===== src/rtl/riscv_pkg.sv =====
// Shared RV32 front-end definitions: default address width, NOP encoding,
// and the layout of a fetched entry.
`default_nettype none

package riscv_pkg;

  localparam int XLEN_DEFAULT = 32;
  localparam logic [31:0] NOP = 32'h0000_0013;

  typedef struct packed {
    logic [XLEN_DEFAULT-1:0] pc;
    logic [31:0]             instr;
  } fetch_entry_t;

endpackage

`default_nettype wire


===== src/rtl/fetch_fifo.sv =====
// DEPTH-entry synchronous FIFO with register-sourced head output, occupancy
// count and a flush that overrides push and pop.
`default_nettype none

module fetch_fifo
  import riscv_pkg::*;
#(
  parameter int                WIDTH = 64,
  parameter int                DEPTH = 4,
  parameter logic [WIDTH-1:0]  INIT  = '0
) (
  input  logic                     clk,
  input  logic                     rst,
  input  logic                     flush,
  input  logic                     push,
  input  logic [WIDTH-1:0]         din,
  input  logic                     pop,
  output logic [WIDTH-1:0]         dout,
  output logic                     valid,
  output logic [$clog2(DEPTH):0]   count
);

  localparam int AW = $clog2(DEPTH);
  localparam int CW = AW + 1;

  logic [WIDTH-1:0] mem [DEPTH];
  logic [AW-1:0]    wr_ptr;
  logic [AW-1:0]    rd_ptr;
  logic             do_push;
  logic             do_pop;

  assign valid   = (count != '0);
  assign do_pop  = pop & valid;
  // A full FIFO can still accept a push when the head leaves in the same cycle.
  assign do_push = push & ((count < CW'(DEPTH)) | do_pop);
  assign dout    = mem[rd_ptr];

  always_ff @(posedge clk or posedge rst) begin
    if (rst) begin
      for (int i = 0; i < DEPTH; i++) begin
        mem[i] <= INIT;
      end
      wr_ptr <= '0;
      rd_ptr <= '0;
      count  <= '0;
    end else if (flush) begin
      wr_ptr <= '0;
      rd_ptr <= '0;
      count  <= '0;
    end else begin
      if (do_push) begin
        mem[wr_ptr] <= din;
        wr_ptr      <= wr_ptr + AW'(1);
      end
      if (do_pop) begin
        rd_ptr <= rd_ptr + AW'(1);
      end
      count <= count + CW'(do_push) - CW'(do_pop);
    end
  end

endmodule

`default_nettype wire


===== src/rtl/fetch_unit.sv =====
// Instruction fetch: credit-limited in-order requests to instruction memory,
// response buffering, and redirect handling with stale-response dropping.
`default_nettype none

module fetch_unit
  import riscv_pkg::*;
#(
  parameter int              XLEN     = XLEN_DEFAULT,
  parameter int              DEPTH    = 4,
  parameter logic [XLEN-1:0] RESET_PC = '0
) (
  input  logic            clk,
  input  logic            rst,
  output logic            imem_req,
  output logic [XLEN-1:0] imem_addr,
  input  logic            imem_gnt,
  input  logic            imem_rvalid,
  input  logic [31:0]     imem_rdata,
  input  logic            redirect_valid,
  input  logic [XLEN-1:0] redirect_pc,
  output logic            id_valid,
  input  logic            id_ready,
  output logic [XLEN-1:0] id_pc,
  output logic [31:0]     id_instr
);

  localparam int CW = $clog2(DEPTH) + 1;

  logic [XLEN-1:0] fetch_pc;
  logic [XLEN-1:0] fetch_pc_nxt;
  logic [XLEN-1:0] resp_pc;
  logic [XLEN-1:0] target;
  logic [CW-1:0]   outstanding;
  logic [CW-1:0]   out_nxt;
  logic [CW-1:0]   drop;
  logic [CW-1:0]   cnt;
  logic [CW-1:0]   cnt_nxt;
  logic [CW:0]     credit_sum;
  logic            credit_ok;
  logic            stale;
  logic            grant;
  logic            stalled;
  logic            kept;
  logic            push;
  logic            pop;

  assign target  = redirect_pc & ~XLEN'(3);
  assign grant   = imem_req & imem_gnt;
  assign stalled = imem_req & ~imem_gnt;
  assign kept    = imem_rvalid & (drop == '0);
  assign push    = kept & ~redirect_valid;
  assign pop     = id_valid & id_ready;

  always_comb begin
    out_nxt = outstanding + CW'(grant) - CW'(imem_rvalid);
    cnt_nxt = redirect_valid ? '0 : (cnt + CW'(push) - CW'(pop));
    // A stale grant belongs to the old stream, so it must not advance the new target.
    fetch_pc_nxt = fetch_pc;
    if (redirect_valid) begin
      fetch_pc_nxt = target;
    end else if (grant & ~stale) begin
      fetch_pc_nxt = fetch_pc + XLEN'(4);
    end
    credit_sum = {1'b0, out_nxt} + {1'b0, cnt_nxt};
    credit_ok  = credit_sum < (CW + 1)'(DEPTH);
  end

  always_ff @(posedge clk or posedge rst) begin
    if (rst) begin
      imem_req    <= 1'b0;
      imem_addr   <= RESET_PC;
      fetch_pc    <= RESET_PC;
      resp_pc     <= RESET_PC;
      outstanding <= '0;
      drop        <= '0;
      stale       <= 1'b0;
    end else begin
      outstanding <= out_nxt;
      fetch_pc    <= fetch_pc_nxt;
      if (!stalled) begin
        imem_req  <= credit_ok;
        imem_addr <= fetch_pc_nxt;
      end
      if (redirect_valid) begin
        resp_pc <= target;
      end else if (kept) begin
        resp_pc <= resp_pc + XLEN'(4);
      end
      if (redirect_valid) begin
        drop <= out_nxt;
      end else begin
        drop <= drop - CW'(imem_rvalid && (drop != '0)) + CW'(grant & stale);
      end
      if (stalled & redirect_valid) begin
        stale <= 1'b1;
      end else if (grant) begin
        stale <= 1'b0;
      end
    end
  end

  fetch_fifo #(
    .WIDTH (XLEN + 32),
    .DEPTH (DEPTH),
    .INIT  ({{XLEN{1'b0}}, NOP})
  ) u_fifo (
    .clk   (clk),
    .rst   (rst),
    .flush (redirect_valid),
    .push  (push),
    .din   ({resp_pc, imem_rdata}),
    .pop   (pop),
    .dout  ({id_pc, id_instr}),
    .valid (id_valid),
    .count (cnt)
  );

endmodule

`default_nettype wire

===== config.mk =====
export PLATFORM = sky130hd
export DESIGN_NAME = fetch_unit
export DESIGN_NICKNAME = d
export VERILOG_FILES = /design/src/rtl/riscv_pkg.sv /design/src/rtl/fetch_fifo.sv /design/src/rtl/fetch_unit.sv
export SDC_FILE = /design/constraint.sdc
export NUM_CORES = 1
export LEC_CHECK = 0
export BUFFER_PORTS_ARGS = -buffer_cell sky130_fd_sc_hd__clkbuf_2
export CAP_MARGIN = 20
export CORE_MARGIN = 2
export CORE_UTILIZATION = 63
export DETAILED_ROUTE_END_ITERATION = 6
export PLACE_DENSITY = 0.82
export SLEW_MARGIN = 20
export SYNTH_ARGS = -nofsm -noshare
export SYNTH_HDL_FRONTEND = slang
export SYNTH_SLANG_ARGS = --single-unit

===== constraint.sdc =====
create_clock -name clk -period 25.9 [get_ports clk]
set_clock_uncertainty 0.15 [all_clocks]
set_input_delay 5.18 -clock clk [delete_from_list [all_inputs] [get_ports clk]]
set_output_delay 5.18 -clock clk [all_outputs]
set_load 0.02 [all_outputs]

==> results.md <==
* Status: complete, no violations
* Ys async rst share at 100%
* Share of cells above drive strength 1 at 43.7%
* Fill cells at 1,834
* Largest family of logic cells by synthesized area: multiplexers
* CTS sink cnt at roughly 360
* Row cnt at 61
* Synthesized-area fraction occupied by adder cells at about 1.5%
* Initial DRT Pass Iterations at 5
* Worst-Skew Late Latency at 0.52 ns
* Global route total overflow at 0
* Vias in the first global route at ~11,000
* Routed WL at 35.3 mm
* Post-Syn Instances at 1,169
* CTS-repair resized insts at 0
* Post CTS Setup Buffer Count at 0
* Final setup violation count at 0
* Worst VDD drop at 0.0641 mV
* Diodes inserted at 0
* Max Fclk at 122 MHz
* Area of the multi-input gates at 7840 sq um
* Syn Area/Cell at 15.0 sq um
* Die ar. at 29,300 sq um
* Critical setup path kind: in2reg
* Slew of the pin with the lowest slew margin at 0.983 ns
* Post-synthesis simple-gate area fraction at 6.35%
* H-tree lvl count at 2
* Drt drc at 0
* Setup TNS at 0 ns
* Synth Area in XOR/XNOR at under 10%
* RePlAce Congestion at 0.875
* Vias per cell at 5.81
* Number of I/O port buffers at 163
* Worst reg-to-reg path cell count at 5
* Multiplexer share of the synthesized area at roughly 31%
* Synthesized flop and latch total at between 300 and 400
* Number of synthesized flops with an enable pin at 0
* First-pass GRT wire length at 57.2 mm
* Yosys warnings at 0
* Reg clk slew, reported paths at ~0.06 ns
* Initial Utilization at a little under two thirds
* CTS tree: built
* Slew Limit Fails at 0
* Most frequent cells in the layout: dfrtp_1, mux2_4, clkbuf_2
* Post-DP HPWL at 21.2 mm
* Synth Cell Area at 17,600 sq um
* Hold Crit Depth at 2
* Placeable Area at around 28,000 sq um
* Largest net degree at the start of global routing at 129
* Startpoint types: primary input
* Most used DFF post-synth: dfrtp_1
* CTS Buffer Depth at 3
* I/O pin cnt at 168
* CP arrival at 8.45 ns
* Critical Path RT at 26.15 ns
* Max-slew headroom at the worst pin at between 30% and 40%
* Number of routed nets with antenna violations at 0
* Seq/Total Area, Yosys at about 50%
* PD cells at 98.1 nW/um^2
* Final worst path period share at between 30% and 40%
* RSZ-0062 raised after global routing: false
* Crit-path cells: clkbuf_2 -> inv_2 -> buf_4 -> and2_4 -> a21boi_4 -> nand2_8 -> mux2_4
* Root Buffer Master: clkbuf_16
* Compound-gate portion of the synthesized area at 3.00%
* Total GRT Usage at 24.7%
* Via count at 9,989
* Unique cell type count in the Yosys netlist at 51
* Final Hold Fails at 0
* Type of destination of the critical path: register
* Slowest-stage cell, CP: buf_4
* Area Overhead vs Synth at 11.4%
* Commonest non-fill, non-tap cell in the layout: dfrtp_1
* Starting DRT DRC Count at 736
* # hold bufs at CTS at 0
* Register area at 8950 sq um
* Die Ht at approximately 170 um
* Peak fanout along the critical path at 81
* Drt wl/cell at 20.5 um
* Lkg Pwr at approximately 9.7 nW
* Fin crit period at 8.20 ns
* Worst hold slack at 0.320 ns
* Finished Core Util at 70.9%
* Worst hold path class: reg2reg
* Final nets at approximately 1,400
* Slowest stage delay, CP at 0.67 ns
* Max Cap Viol at 0
* DIE WIDTH at 171 um
* Cts bufs inserted at 38
* Antenna violations before repair at 0
-- logic make-up after synthesis --
| logic type | count (synthesis) |
|---|---|
| muxes | 336 |
| buffers and inverters | 102 |
| adders and majority gates | 19 |
| other | 1 |
| AOI/OAI and AO/OA | 84 |
| DFF | 357 |
| and+or+nand+nor | 207 |
| xor gates and xnor gates | 63 |
-- where the power goes --
part	leakage, nW	switching [W]	internal (W)
Clock	0.648	0.000223	0.000330
Combinational	4.48	0.000304	0.000303
Sequential	4.56	0.0000862	0.000673
-- final timing paths --
kind | from | to | slack, ns
min in group asynchronous | rst | u_fifo.mem[134] | 4.66
min reg2reg | imem_addr[1] | imem_addr[1] | 0.32
max reg2reg | drop[1] | u_fifo.mem[155] | 22.59
max in group asynchronous | rst | u_fifo.mem[191] | 18.49
min | imem_addr[1] | imem_addr[1] | 0.32
max | redirect_valid | u_fifo.mem[155] | 17.70
-- synth_stat cells, drive strengths merged (5+ instances only) --
cell,number,share of area (%)
clkbuf,29,0.62
a221oi,11,0.55
dfstp,12,1.8
nor2,61,1.3
mux4,62,7.9
ha,15,1.1
nand4,16,0.57
and3,10,0.36
a21oi,46,1.3
nor4,8,0.36
and2,6,0.23
nor3,20,0.57
nand2,44,1.3
inv,31,0.66
nand3,20,0.57
nor2b,5,0.18
xor2,22,1.1
mux2i,14,0.80
buf,42,3.3
mux2,260,22
a21boi,5,0.28
xnor2,41,2.0
o22ai,7,0.25
and4,5,0.25
dfrtp,345,49
-- flip-flops by register name (all words and copies together), names as in the netlist --
register / flops
stale: 1
fetch_pc: 32
imem_req: 1
u_fifo.mem: 248
resp_pc: 30
u_fifo.rd_ptr: 2
drop: 3
imem_addr: 32
u_fifo.wr_ptr: 2
outstanding: 3
u_fifo.count: 3
-- area by class of cell --
type,instances,area share (%)
multi-input cells,711,40.0
well taps,378,2.42
flip-flops and latches,357,45.7
clock inverters,14,0.748
clock buffers,56,5.87
inverters,31,0.633
repair buffers,172,4.58
-- stage by stage --
step	total power (W)	cells	worst slack [ns]	area, sq um
CTS	0.00193	1718	17.66	19600
global placement	0.00135	1648	17.21	18300
detailed placement	0.00137	1648	17.16	18300
finish	0.00192	1719	17.70	19600
floorplan	0.00121	1170	10.68	17600
global route	0.00201	1719	17.52	19600
-- per-layer routing --
layer	vias to the layer above	part of all wire (%)	GRT usage (%)
met3	39	5.2	3.70
met1	5151	46	36.6
li1	4488	-	-
met2	311	47	39.2
met4	0	1.4	5.45
met5	-	0	0
-- worst max-delay path, delay by kind of cell --
family	cells	cell delay, ns
compound gates	1	0.59
buf+inv	3	1.25
mux	1	0.50
simple gates	2	0.82
No activity file was read; power rests on OpenSTA's default activity.
